$ cat src/rtl/key_event_gen.sv
// key_event_gen: turns Keyboard_Decoder make/break strobes into one-cycle key
// pulses, with typematic auto-repeat on the four direction keys.
module key_event_gen #(
    parameter logic [8:0] UP_CODE       = 9'h01D,
    parameter logic [8:0] LEFT_CODE     = 9'h01C,
    parameter logic [8:0] DOWN_CODE     = 9'h01B,
    parameter logic [8:0] RIGHT_CODE    = 9'h023,
    parameter logic [8:0] ENTER_CODE    = 9'h05A,
    parameter int         REPEAT_DELAY  = 50_000_000,
    parameter int         REPEAT_PERIOD = 10_000_000
) (
    input  logic         clk,
    input  logic         rst,
    input  logic         key_valid,
    input  logic [8:0]   last_change,
    input  logic [511:0] key_down,
    input  logic         enable,
    output logic         key_U,
    output logic         key_D,
    output logic         key_L,
    output logic         key_R,
    output logic         key_C,
    output logic [4:0]   held,
    output logic         repeat_active
);

    localparam int MAX_CNT = (REPEAT_DELAY > REPEAT_PERIOD) ? REPEAT_DELAY : REPEAT_PERIOD;
    localparam int CW      = (MAX_CNT > 2) ? $clog2(MAX_CNT) : 1;
    localparam logic [CW-1:0] DELAY_LOAD  = CW'(REPEAT_DELAY - 1);
    localparam logic [CW-1:0] PERIOD_LOAD = CW'(REPEAT_PERIOD - 1);

    typedef enum logic [1:0] {ST_IDLE, ST_DELAY, ST_REPEAT} state_t;

    state_t          state_q, state_d;
    logic [1:0]      trk_q, trk_d;
    logic [CW-1:0]   cnt_q, cnt_d;
    logic [4:0]      pulse_q, pulse_d;
    logic            repeat_active_d;

    logic            is_dir;
    logic [1:0]      dir_code;
    logic            code_down;
    logic            dir_make;
    logic            dir_break;
    logic            enter_make;

    // Direction codes map to trk values 0..3 = U, D, L, R, matching the
    // bit order of the {U,D,L,R,C} pulse vector so 5'b10000 >> code is one-hot.
    always_comb begin
        is_dir   = 1'b1;
        dir_code = 2'd0;
        case (last_change)
            UP_CODE:    dir_code = 2'd0;
            DOWN_CODE:  dir_code = 2'd1;
            LEFT_CODE:  dir_code = 2'd2;
            RIGHT_CODE: dir_code = 2'd3;
            default:    is_dir   = 1'b0;
        endcase
    end

    assign code_down  = key_down[last_change];
    assign dir_make   = key_valid && is_dir && code_down;
    assign dir_break  = key_valid && is_dir && !code_down;
    assign enter_make = key_valid && (last_change == ENTER_CODE) && code_down;

    // A direction make always wins: it pulses, retargets and restarts DELAY.
    // Enter only borrows the pulse slot; the counter keeps its cadence.
    always_comb begin
        state_d = state_q;
        trk_d   = trk_q;
        cnt_d   = cnt_q;
        pulse_d = 5'b00000;

        if (!enable) begin
            state_d = ST_IDLE;
            cnt_d   = '0;
        end else if (dir_make) begin
            pulse_d = 5'b10000 >> dir_code;
            trk_d   = dir_code;
            cnt_d   = DELAY_LOAD;
            state_d = ST_DELAY;
        end else if (dir_break && (state_q != ST_IDLE) && (dir_code == trk_q)) begin
            state_d = ST_IDLE;
            cnt_d   = '0;
        end else begin
            if (enter_make) begin
                pulse_d = 5'b00001;
            end
            if (state_q != ST_IDLE) begin
                if (cnt_q == '0) begin
                    if (!enter_make) begin
                        pulse_d = 5'b10000 >> trk_q;
                    end
                    cnt_d   = PERIOD_LOAD;
                    state_d = ST_REPEAT;
                end else begin
                    cnt_d = cnt_q - 1'b1;
                end
            end
        end
    end

    // Qualified with the next state so a break drops the flag on the same
    // edge that leaves REPEAT, while entry still shows one cycle late.
    assign repeat_active_d = (state_q == ST_REPEAT) && (state_d == ST_REPEAT);

    always_ff @(posedge clk or negedge rst) begin
        if (!rst) begin
            state_q       <= ST_IDLE;
            trk_q         <= 2'd0;
            cnt_q         <= '0;
            pulse_q       <= 5'b00000;
            held          <= 5'b00000;
            repeat_active <= 1'b0;
        end else begin
            state_q       <= state_d;
            trk_q         <= trk_d;
            cnt_q         <= cnt_d;
            pulse_q       <= pulse_d;
            repeat_active <= repeat_active_d;
            if (key_valid) begin
                held <= {key_down[UP_CODE], key_down[DOWN_CODE], key_down[LEFT_CODE],
                         key_down[RIGHT_CODE], key_down[ENTER_CODE]};
            end
        end
    end

    assign key_U = pulse_q[4];
    assign key_D = pulse_q[3];
    assign key_L = pulse_q[2];
    assign key_R = pulse_q[1];
    assign key_C = pulse_q[0];

endmodule

$ cat config.mk
export PLATFORM = sky130hd
export DESIGN_NAME = key_event_gen
export DESIGN_NICKNAME = d
export VERILOG_FILES = /design/src/rtl/key_event_gen.sv
export SDC_FILE = /design/constraint.sdc
export NUM_CORES = 1
export LEC_CHECK = 0
export BUFFER_PORTS_ARGS = -buffer_cell sky130_fd_sc_hd__buf_2
export CORE_AREA = 2 2 210 212
export CTS_BUF_LIST = sky130_fd_sc_hd__clkbuf_2 sky130_fd_sc_hd__clkbuf_4 sky130_fd_sc_hd__clkbuf_8
export DETAILED_ROUTE_END_ITERATION = 6
export DIE_AREA = 0 0 212 214
export PLACE_DENSITY_LB_ADDON = 0.05
export SYNTH_ARGS = -nofsm -noshare
export SYNTH_HDL_FRONTEND = slang
export SYNTH_SLANG_ARGS = --single-unit
export TNS_END_PERCENT = 50
$ cat constraint.sdc
create_clock -name clk -period 2.8 [get_ports clk]
set_input_delay 0.14 -clock clk [delete_from_list [all_inputs] [get_ports clk]]
set_output_delay 0.14 -clock clk [all_outputs]
set_load 0.1 [all_outputs]
==> flow_metrics.tcl <==
set metrics [dict create \
    placed_cell_area_um2 7040 \
    grt-ovfl-total 0 \
    power_density_nw_per_um2 290 \
    ios 536 \
    internal-power_mw 1.31 \
    hold_viol 0 \
    critical_path_class "in2reg" \
    place_congestion 0.839 \
    initial_core_util 0.107 \
    async_reset_ff_frac 1.00 \
    maxCapViolations 0 \
    fin_crit_ps 2660 \
    clock_path_buffers 2 \
    dpl.cell_count 1341 \
    start_kind "input port" \
    cp_data_required_time_ps 2980 \
    grt_pass1_wl_um 37600 \
    synth_area_leaders "mux4_2 (23%), dfrtp_1 (22%), mux2i_1 (7.6%)" \
    switching_power_uw 773 \
    finalSetupViolations 0 \
    grt_max_degree 32 \
    fmax_ghz 0.375 \
    hold_path.class "in2reg" \
    fin_area_um2 7170 \
    end_kind "flop" \
    track_usage 0.111 \
    drc 0 \
    detail-route-antenna-nets 0 \
    tns_ps 0 \
    yosysMostFrequentCell "mux4_2" \
    area_growth_pct 56.3 \
    slew_violations 0 \
    worst_ep_arrival_time_ps 2850 \
    die_y_um 214 \
    drt_pass1_iterations 4 \
    port_buffers 279 \
    synthesis.nets 972 \
    synthFlopType "dfrtp_1" \
    antenna_found_initial 7 \
    drive_gt1_frac 0.557 \
    rows 76 \
    fin_nets 1290 \
    period_share 0.952 \
    die_area_um2 45400 \
    slew_headroom 0.432 \
    finalPower_mw 2.08 \
    synth.top_cell.area_share 0.231 \
    path_clk_slew_ps 80 \
    clkPwrFrac 0.203 \
    vias 5195 \
    cts_tree "yes" \
    core_um2 42900 \
    yosysUniqueCellTypes 60 \
    synth-edff-count 0 \
    finClkSkew_ps 9.24 \
    dp_slack_ps -258 \
    postSynthCellCount 446 \
    dpl.hpwl_um 22100 \
    synth_top_area_cell "mux4_2" \
    stdcell_count 1354 \
    power_leakage_nw 3.29 \
    synth_warnings 0 \
    via_per_inst 3.84 \
    syn_area_um2 4590 \
    cp_max_fo 10 \
    setup_slack_ps 136 \
    n_fill_cell 4921 \
    ys_seq_area_frac 0.224 \
    status "completed" \
    clk_latency_ps 320 \
    grt_pass1_vias 5895 \
    totalWireLength_um 25400 \
    sw_frac_of_total 0.372 \
    vdd_ir_drop_max_mv 0.149 \
    clock-sinks 41 \
    cts_buffers 5 \
    wire_per_inst_um 18.7 \
    p_comb_frac 0.494 \
    cts_max_level 2 \
    seqPwrFrac 0.302 \
    die_w_um 212 \
    synth_common_cells "mux4_2 (47), dfrtp_1 (41), nor2_1 (40)" \
    worstMarginPinSlew_ps 853 \
    rsz0062_at_grt "no" \
    cts_root_buf "clkbuf_8" \
    drt_iter0_markers 231 \
    ys_ff_latch 41 \
    synth_area_per_cell_um2 10.3 \
]
-- layer usage --
layer / up-vias / track usage / routed length (um)
met5: - / 0 / 27
li1: 2436 / - / -
met1: 2532 / 0.135 / 10800
met4: 4 / 0.0185 / 272
met2: 206 / 0.200 / 12700
met3: 17 / 0.0262 / 1570
-- cells by family after synthesis --
kind of cell	share of synthesized area
flops	0.224
xor+xnor	0.00955
mux	0.367
fa+ha+maj	0.00273
buf+inv	0.0578
simple gates	0.172
compound gates	0.167
-- cell type report --
type	instances	area [um^2]	area share
flip-flops and latches	41	1030	0.143
clock buffers	6	76.3	0.0106
inverters	7	26.3	0.00367
diodes	4	10.0	0.00140
clock inverters	2	10.0	0.00140
multi-input cells	361	3300	0.461
repair buffers	348	1980	0.277
well taps	585	732	0.102
-- through the flow --
step            util  hold slack (ps)
3_5_place_dp   0.164              300
6_report       0.167             86.0
5_1_grt        0.167             72.4
2_1_floorplan      -             -156
4_1_cts        0.166             63.9
3_3_place_gp   0.164              307
-- critical path: stages --
cell,delay (ps)
buf_6,150
mux4_1,620
mux4_2,530
a21boi_1,160
o2111a_2,260
nor3_4,60
buf_4,160
or2_4,270
buf_4,180
a221oi_2,240
nor2_1,60
-- flip-flops by register name (all words and copies together) (netlist names) --
name,flops
trk_q,2
state_q,2
cnt_q,26
pulse_q,5
repeat_active,1
held,5
-- power groups by stage --
stage                     registers [mW]  logic, mW  clock network (mW)
final                              0.629       1.03               0.423
after global placement             0.641       1.06                   0
after floorplan                    0.690      0.467                   0
after detailed placement           0.640       1.05                   0
after global routing               0.633       1.13               0.482
after CTS                          0.630       1.06               0.461
-- worst paths after layout --
| kind | endpoint | startpoint | depth (start not counted) | slack (ps) |
|---|---|---|---|---|
| worst max-delay path | cnt_q[5] | last_change[0] | 11 | 140 |
| max in group asynchronous | cnt_q[20] | rst | 3 | 1610 |
| worst max register to register | cnt_q[25] | cnt_q[0] | 9 | 210 |
| min in group asynchronous | repeat_active | rst | 2 | 490 |
| worst min-delay path | held[0] | key_down[90] | 2 | 90 |
| worst min register to register | cnt_q[1] | cnt_q[1] | 2 | 520 |
-- what timing repair did --
action / CTS / global route
hold buffers: 1 / 0
gates resized for setup: 0 / 4
setup buffers: 0 / 0
endpoints found under the setup margin: 0 / 5
hold endpoints to repair: 30 / 0
-- cell usage in the layout (no fill, tap or decap), types with 4 or more instances in the layout --
cell	netlist	layout
buf_2	14	277
buf_4	0	65
mux4_2	47	47
dfrtp_1	41	41
nor2_1	40	39
mux2i_1	35	35
nand2_1	30	30
a21oi_1	23	23
a22oi_1	20	20
nand3_1	12	12
o21ai_0	11	11
nor3_1	9	9
or3_1	9	9
mux2_2	8	8
nor2b_1	8	8
mux4_1	7	7
or4_1	7	7
inv_1	6	6
nand4_1	6	6
nor4_1	6	6
a21o_1	6	6
a31oi_1	5	5
nand2b_1	5	5
clkbuf_8	0	5
diode_2	0	4
and2_1	4	4
o211ai_1	4	4
nor3b_1	4	4
a221oi_2	4	4
o41ai_1	4	4
Note: power is estimated with default switching activity, not from simulation.
